--- src/rtl/pipe_ctrl.sv ---
// pipe_ctrl: central stall / flush / redirect controller for a 5-stage pipeline.
//
// Ports
//   clk, rst          clock; synchronous active-high reset
//   stallreq_if/id/ex/mem  per-stage stall requests (deepest one wins)
//   mc_start, mc_lat  EX multi-cycle op launch pulse and its latency N
//   exc_req           MEM-stage exception, exc_vector is the handler PC
//   if_ready          IF accepts the pending redirect this cycle
//   en[4:0]           register enables: pc, if_id, id_ex, ex_mem, mem_wb
//   flush[4:0]        per-register bubble insert, same bit order
//   mc_busy           multi-cycle op is holding EX this cycle
//   redirect_valid    PC redirect pending
//   redirect_pc       redirect target
//
// Priority of the enable/flush decode: rst > exc_req > REDIRECT > stalls.
// mc_busy includes the launch cycle (the cycle mc_start is accepted), so it
// is high for exactly the N cycles the internal EX stall is asserted.
module pipe_ctrl (
  input  logic        clk,
  input  logic        rst,
  input  logic        stallreq_if,
  input  logic        stallreq_id,
  input  logic        stallreq_ex,
  input  logic        stallreq_mem,
  input  logic        mc_start,
  input  logic [5:0]  mc_lat,
  input  logic        exc_req,
  input  logic [31:0] exc_vector,
  input  logic        if_ready,
  output logic [4:0]  en,
  output logic [4:0]  flush,
  output logic        mc_busy,
  output logic        redirect_valid,
  output logic [31:0] redirect_pc
);

  localparam logic [1:0] ST_RUN      = 2'd0;
  localparam logic [1:0] ST_MC_WAIT  = 2'd1;
  localparam logic [1:0] ST_REDIRECT = 2'd2;

  logic [1:0] state_p0;
  logic [5:0] mc_cnt_p0;
  logic       mc_accept;
  logic       mc_stall;
  logic [3:0] stall_vec;

  // A launch is only honoured from RUN with a non-zero latency; an exception
  // in the same cycle wins and the op never starts.
  assign mc_accept = (state_p0 == ST_RUN) && mc_start && (mc_lat != 6'd0) && !exc_req;
  assign mc_stall  = (state_p0 == ST_MC_WAIT) || mc_accept;

  // Bit index equals stage number: IF=0, ID=1, EX=2, MEM=3.
  assign stall_vec = {stallreq_mem, stallreq_ex | mc_stall, stallreq_id, stallreq_if};

  always_comb begin
    en    = 5'b11111;
    flush = 5'b00000;
    if (rst) begin
      en    = 5'b00000;
      flush = 5'b11111;
    end else if (exc_req) begin
      en    = 5'b11110;
      flush = 5'b11110;
    end else if (state_p0 == ST_REDIRECT) begin
      en    = {4'b1111, if_ready};
      flush = 5'b11110;
    end else begin
      // Hold everything up to the deepest stalled stage, bubble the next one.
      casez (stall_vec)
        4'b1???: begin en = 5'b10000; flush = 5'b10000; end
        4'b01??: begin en = 5'b11000; flush = 5'b01000; end
        4'b001?: begin en = 5'b11100; flush = 5'b00100; end
        4'b0001: begin en = 5'b11110; flush = 5'b00010; end
        default: begin en = 5'b11111; flush = 5'b00000; end
      endcase
    end
  end

  // ---- stage p0: control state register ----
  always_ff @(posedge clk) begin
    if (rst) begin
      state_p0    <= ST_RUN;
      mc_cnt_p0   <= 6'd0;
      redirect_pc <= 32'h0;
    end else if (exc_req) begin
      // Exceptions abort any multi-cycle op and (re)arm the redirect,
      // even if IF is accepting an older redirect this very cycle.
      state_p0    <= ST_REDIRECT;
      mc_cnt_p0   <= 6'd0;
      redirect_pc <= exc_vector;
    end else begin
      case (state_p0)
        ST_RUN: begin
          // N=1 stalls only the launch cycle and never leaves RUN.
          if (mc_accept && (mc_lat != 6'd1)) begin
            state_p0  <= ST_MC_WAIT;
            mc_cnt_p0 <= mc_lat - 6'd1;
          end
        end
        ST_MC_WAIT: begin
          // Counts down unconditionally; a MEM stall does not extend the op.
          mc_cnt_p0 <= mc_cnt_p0 - 6'd1;
          if (mc_cnt_p0 <= 6'd1) begin
            state_p0  <= ST_RUN;
            mc_cnt_p0 <= 6'd0;
          end
        end
        ST_REDIRECT: begin
          if (if_ready) state_p0 <= ST_RUN;
        end
        default: begin
          state_p0  <= ST_RUN;
          mc_cnt_p0 <= 6'd0;
        end
      endcase
    end
  end

  assign mc_busy        = !rst && mc_stall;
  assign redirect_valid = !rst && (state_p0 == ST_REDIRECT);

endmodule

--- config.mk ---
export PLATFORM = sky130hd
export DESIGN_NAME = pipe_ctrl
export DESIGN_NICKNAME = d
export VERILOG_FILES = /design/src/rtl/pipe_ctrl.sv
export SDC_FILE = /design/constraint.sdc
export NUM_CORES = 1
export LEC_CHECK = 0
export ABC_AREA = 1
export CAP_MARGIN = 20
export CORE_UTILIZATION = 41
export DETAILED_ROUTE_END_ITERATION = 7
export PLACE_DENSITY = 0.82
export SYNTH_ARGS = -nofsm -noshare
export SYNTH_HDL_FRONTEND = slang
export SYNTH_SLANG_ARGS = --single-unit
--- constraint.sdc ---
create_clock -name clk -period 1.81 [get_ports clk]
set_input_delay 0.362 -clock clk [delete_from_list [all_inputs] [get_ports clk]]
set_output_delay 0.362 -clock clk [all_outputs]
set_load 0.01 [all_outputs]
==> results of run 1 <==
-- stage by stage --
stage          power, W  hold WS [ps]
2_1_floorplan   0.00121           431
3_3_place_gp    0.00152           466
3_5_place_dp    0.00153           467
4_1_cts         0.00230           481
5_1_grt         0.00240           531
6_report        0.00229           482
-- logic make-up (layout without fill, tap and decap cells) --
family | count (synthesis) | count (layout)
DFF | 40 | 40
and+or+nand+nor | 155 | 155
AOI/OAI and AO/OA | 49 | 49
buffers and inverters | 37 | 158
adders and majority gates | 4 | 4
-- sequential cells by signal, summed over array words and instances, names as in the netlist --
register	flops
redirect_pc	32
mc_cnt_p0	6
state_p0	2
-- layer usage --
| metal | routed length (um) | global-route usage [%] | part of all wire, % | up-vias |
|---|---|---|---|---|
| li1 | - | - | - | 1139 |
| met1 | 2270 | 25.5 | 39 | 999 |
| met2 | 2940 | 42.2 | 51 | 59 |
| met3 | 496 | 10.7 | 8.6 | 7 |
| met4 | 69 | 6.54 | 1.2 | 0 |
| met5 | 0 | 0 | 0 | - |
-- how the worst min path moves through the flow --
| stage | startpoint | endpoint | cells past startpoint |
|---|---|---|---|
| global route | mc_cnt_p0[1] | mc_cnt_p0[1] | 2 |
| detailed placement | mc_cnt_p0[1] | mc_cnt_p0[1] | 2 |
| floorplan | rst | state_p0[1] | 1 |
| global placement | mc_cnt_p0[1] | mc_cnt_p0[1] | 2 |
| CTS | mc_cnt_p0[1] | mc_cnt_p0[1] | 2 |
| finish | mc_cnt_p0[1] | mc_cnt_p0[1] | 2 |
-- final cells by class --
type | instances | area (sq um) | area share, %
clock buffers | 6 | 82.6 | 2.49
clock inverters | 2 | 38.8 | 1.17
inverters | 26 | 108 | 3.24
multi-input cells | 208 | 1100 | 33.2
flip-flops and latches | 40 | 808 | 24.4
well taps | 52 | 65.1 | 1.96
repair buffers | 124 | 1110 | 33.5
-- worst register-to-register path, cell delays in order (launching register included) --
cell and delay [ps]:
dfxtp_1 360, inv_1 120, ha_1 250, inv_1 70, nand2_1 60, nand3_2 90
nand2_1 90, o21ai_0 160, nand2_1 80, a21oi_1 120
-- layout by cell type (no fill, tap or decap), types with 8 or more instances in the layout --
cell,n
clkdlybuf4s50_1,69
inv_1,16
a21oi_1,8
dfxtp_1,38
nor2_1,78
buf_4,33
o21ai_0,33
nand3_1,15
nand2_1,38
buf_2,8
-- power by group through the flow --
| stage | clock (W) | combinational [W] | sequential (W) |
|---|---|---|---|
| after floorplan | 0 | 0.000204 | 0.00100 |
| after global placement | 0 | 0.000536 | 0.000979 |
| after detailed placement | 0 | 0.000545 | 0.000982 |
| after CTS | 0.000786 | 0.000548 | 0.000962 |
| after global routing | 0.000824 | 0.000611 | 0.000969 |
| final | 0.000767 | 0.000561 | 0.000962 |
-- repair_timing --
item                                    CTS  global route
endpoints found under the setup margin   12            10
resized for setup                        67            27
pin swaps                                 9             7
buffers inserted                          2             3
==> run_results.csv, run 1 <==
group,metric,value,unit
drt,drt-wirelength-per-cell,12.6,um
yosys,synth_xor_area_share,0,%
critical_path,ff2ff_setup_slack,360,ps
pwr,ir_worst_vdd,562,uV
die,fp.dieW,71.6,um
yosys,synth_mux_area_share,0,%
pwr,p_int,0.00169,W
place,place_area,3110,sq um
drt,vias,2204,
cts,h-tree-depth,2,
critical_path,worstRegToRegCells,9,
critical_path,r2r_start,"mc_cnt_p0[0]",
yosys,synthAdderAreaFrac,2.52,%
drt,drt_pass1_iterations,4,
sta,worst_clock_skew,8.73,ps
global_route,grt-ovfl-total,0,
global_route,grt_use_total,23.7,%
final_layout,fin_util,73.6,%
cts,clkTransAtPathRegs,80,ps
cts,cts_hold_buf,0,
yosys,synthTopCellsByArea,"dfxtp_1 (40%), nor2_1 (15%), o21ai_0 (9.1%)",
pwr,p_per_area,690,nW/um^2
sta,rsz0062_at_grt,"yes",
yosys,post_synth.cell_area_avg,6.96,sq um
pwr,pwr-share-seq,42.0,%
critical_path,endpoint_kind,"primary output",
final_layout,fin_area,3320,sq um
global_route,antenna_found_initial,0,
drt,drt_iter0_markers,56,
die,core,4500,sq um
yosys,yosys.area.top_type,"dfxtp_1",
yosys,ys_seq_area_share,40.4,%
sta,slew_violations,0,
final_layout,n_fill_cell,348,
min_path,hold_class,"reg -> reg",
drt,drcViolationCount,0,
critical_path,cp.arrival,1410,ps
yosys,synth.most_common_cell,"nor2_1",
pwr,p_sw_share,26.4,%
critical_path,setup.worst_path.class,"in -> out",
yosys,syn_nets,336,
critical_path,start_kind,"input port",
cts,cts_tree,"yes",
yosys,yosys-top-cells-count,"nor2_1 (81), dfxtp_1 (40), nand2_1 (40), o21ai_0 (36), inv_1 (22)",
sta,period_needed,1780,ps
yosys,synth_seq_cells,40,
die,die_area,5120,sq um
sta,post-route-period-util,98.1,%
yosys,yosys.area.top_type_share,40.4,%
pwr,p_clk_share,33.5,%
global_route,grt_pass1_vias,2213,
drt,ant_nets,0,
critical_path,crit_chain,"clkdlybuf4s15_1, inv_2, buf_4, clkdlybuf4s50_1",
place,io_buffers,90,
final_layout,fin_cells,458,
yosys,yosys.area_share.simple,36.2,%
cts,clkLatencyLatePin,290,ps
final_layout,drive_gt1_share,22.4,%
die,ios,91,
place,gp_congestion,0.874,
critical_path,cp-endpoint,"en[4]",
drt,via_per_inst,4.81,
sta,max_slew_margin,77.1,%
drt,wl,5.77,mm
sta,setup_ws,34.9,ps
place,dp_slack,-714,ps
sta,tightest_slew,344,ps
yosys,synthesis.area,1980,sq um
die,std_cell_rows,24,
yosys,synth_top_family_by_area,"simple AND/OR/NAND/NOR gates",
yosys,synth_enable_flop_cells,0,
yosys,yosysWarnings,0,
critical_path,cp-startpoint,"rst",
die,die_h,71.6,um
run_status,status,"finished, final reports clean",
critical_path,cp.depth,4,
sta,hold_viol_final,0,
run,max_cap_viol_count,0,
critical_path,rr_endpoint,"mc_cnt_p0[4]",
final_layout,diodes,0,
yosys,synth-main-ff-cell,"dfxtp_1",
critical_path,critPathMaxFanout,5,
global_route,grt_max_degree,34,
sta,max_clock_freq,563,MHz
critical_path,slowest_stage,"clkdlybuf4s50_1",
die,initial_core_util,44.1,%
pwr,p_leak,1.49,nW
global_route,grt_pass1_wl,9.47,mm
critical_path,path_buf_inv,4,
place,dp_hpwl,4.30,mm
cts,numCtsBuffers,5,
yosys,ys_types,28,
cts,clockRootBuffer,"clkbuf_8",
pwr,switching_power,0.000604,W
critical_path,cp_top_family,"buffers and inverters",
critical_path,required,1450,ps
sta,setup_viol,0,
final_layout,layout.nets,456,
critical_path,worst_path_largest_cell_delay,520,ps
yosys,synth_compound_area_share,12.9,%
place,dp_cells,445,
yosys,synthArstFlopShare,0,%
cts,clk_path_buf_depth,2,
pwr,combinationalPowerShare,24.5,%
final_layout,area_delta_synth_final,67.2,%
cts,clock_sinks,40,
yosys,syn_inst,285,
sta,setup_tns,0,ps
No activity file was read; power rests on OpenSTA's default activity.
==> run 2: changes to the inputs <==
- clock period: 1.81 -> 1.8 ns (I/O delays scaled with it)
==> run_results.csv, run 2 (synthesis results as in run 1) <==
group,metric,value,unit
drt,drt-wirelength-per-cell,12.7,um
critical_path,required,1440,ps
sta,hold_viol_final,0,
die,std_cell_rows,24,
min_path,hp-start,"mc_cnt_p0[0]",
critical_path,endpoint_kind,"primary output",
final_layout,area_delta_synth_final,66.1,%
die,core,4500,sq um
pwr,switching_power,0.000616,W
sta,slew_violations,0,
pwr,pwr-share-seq,41.9,%
pwr,combinationalPowerShare,24.3,%
global_route,grt_max_degree,34,
sta,max_clock_freq,566,MHz
cts,clock_sinks,40,
pwr,ir_worst_vdd,556,uV
global_route,grt_pass1_wl,9.43,mm
min_path,hold_class,"reg -> reg",
sta,holdWs,492,ps
final_layout,drive_gt1_share,22.0,%
sta,period_needed,1770,ps
place,io_buffers,90,
drt,ant_nets,0,
die,die_area,5120,sq um
pwr,p_clk_share,33.9,%
die,ios,91,
cts,cts_tree,"yes",
final_layout,regArea,806,sq um
critical_path,setup.worst_path.class,"in -> out",
final_layout,multiInputGateArea,1090,sq um
final_layout,n_fill_cell,345,
pwr,p_per_area,701,nW/um^2
critical_path,critPathMaxFanout,5,
sta,max_slew_margin,77.0,%
final_layout,layout.nets,455,
drt,drt_pass1_iterations,5,
final_layout,diodes,0,
cts,clkLatencyLatePin,290,ps
cts,numCtsBuffers,5,
pwr,p_int,0.00169,W
final_layout,fin_util,73.2,%
drt,drt_iter0_markers,77,
sta,worst_clock_skew,11.7,ps
drt,via_per_inst,4.80,
global_route,grt_pass1_vias,2175,
critical_path,cp-startpoint,"rst",
run_status,status,"finished, final reports clean",
die,die_h,71.6,um
place,gp_congestion,0.874,
min_path,hold_depth,2,
sta,setup_viol,0,
sta,tightest_slew,345,ps
critical_path,start_kind,"input port",
run,max_cap_viol_count,0,
critical_path,worstRegToRegCells,9,
final_layout,regMostFlops,"redirect_pc",
critical_path,r2r_start,"mc_cnt_p0[0]",
global_route,grt-ovfl-total,0,
die,fp.dieW,71.6,um
critical_path,cp.arrival,1410,ps
final_layout,largestRegisters,"redirect_pc (32), mc_cnt_p0 (6), state_p0 (2)",
cts,clockRootBuffer,"clkbuf_8",
die,initial_core_util,44.1,%
pwr,p_sw_share,26.7,%
drt,vias,2195,
drt,drcViolationCount,0,
cts,clkTransAtPathRegs,70,ps
place,dp_hpwl,4.23,mm
cts,clk_path_buf_depth,2,
drt,wl,5.82,mm
global_route,grt_use_total,23.4,%
cts,h-tree-depth,2,
pwr,p_leak,1.48,nW
final_layout,mostFrequentLayoutCells,"nor2_1 (77), clkdlybuf4s50_1 (69), dfxtp_1 (38)",
final_layout,largest_reg_flops,32,
global_route,antenna_found_initial,0,
sta,post-route-period-util,98.2,%
sta,rsz0062_at_grt,"yes",
final_layout,final_common_cell,"nor2_1",
run 2: cell types whose count changed in the layout (fill, tap and decap cells not counted), moves of 2 or more:
cell / previous run / this run
dlygate4sd2_1: 1 / 3
nor2_2: 0 / 2
nand2_2: 1 / 3
buf_2: 8 / 6
run 2: path summary, 6_finish.rpt:
path	end	slack [ps]
setup / recovery	flush[0]	30
hold / removal	mc_cnt_p0[0]	490
setup reg to reg	mc_cnt_p0[4]	350
hold reg to reg	mc_cnt_p0[0]	490
run 2: routing by layer:
metal	vias to the layer above	GRT usage [%]	wire, um
li1	1140	-	-
met1	984	25.3	2330
met2	65	41.5	2880
met3	6	11.0	528
met4	0	5.88	72
met5	-	0	0
run 2: power by group through the flow:
stage / logic, W / clock network, W / registers (W)
2_1_floorplan: 0.000205 / 0 / 0.00101
3_3_place_gp: 0.000539 / 0 / 0.000985
3_5_place_dp: 0.000547 / 0 / 0.000987
4_1_cts: 0.000551 / 0.000791 / 0.000968
5_1_grt: 0.000610 / 0.000828 / 0.000975
6_report: 0.000560 / 0.000782 / 0.000968
run 2: final cells by class:
type / instances / share of cell area, %
Clock buffer: 6 / 2.50
Tap cell: 52 / 1.97
Clock inverter: 2 / 1.18
Multi-Input combinational cell: 208 / 32.9
Sequential cell: 40 / 24.4
Timing Repair Buffer: 123 / 33.8
Inverter: 26 / 3.19
run 2: what timing repair did:
| item | 4_1_cts | 5_1_grt |
|---|---|---|
| hold buffers | 0 | 0 |
| gates resized for setup | 69 | 15 |
| pin swaps | 10 | 7 |
| buffers inserted | 2 | 2 |
| cloned | 0 | 0 |
| endpoints found under the setup margin | 12 | 11 |
run 2: metrics by stage:
stage	cell area (sq um)	instances	setup TNS, ps	total power [W]	setup WS, ps
global placement	3110	445	-6080	0.00152	-668
finish	3300	457	0	0.00231	32.4
CTS	3260	455	-2.84	0.00231	-2.84
global route	3300	457	-303	0.00241	-60.8
detailed placement	3110	445	-6570	0.00153	-709
floorplan	1980	285	0	0.00121	132
run 2: worst max-delay path: stages:
cell and delay, ps:
dlygate4sd2_1 350, buf_4 160, clkdlybuf4s50_1 540
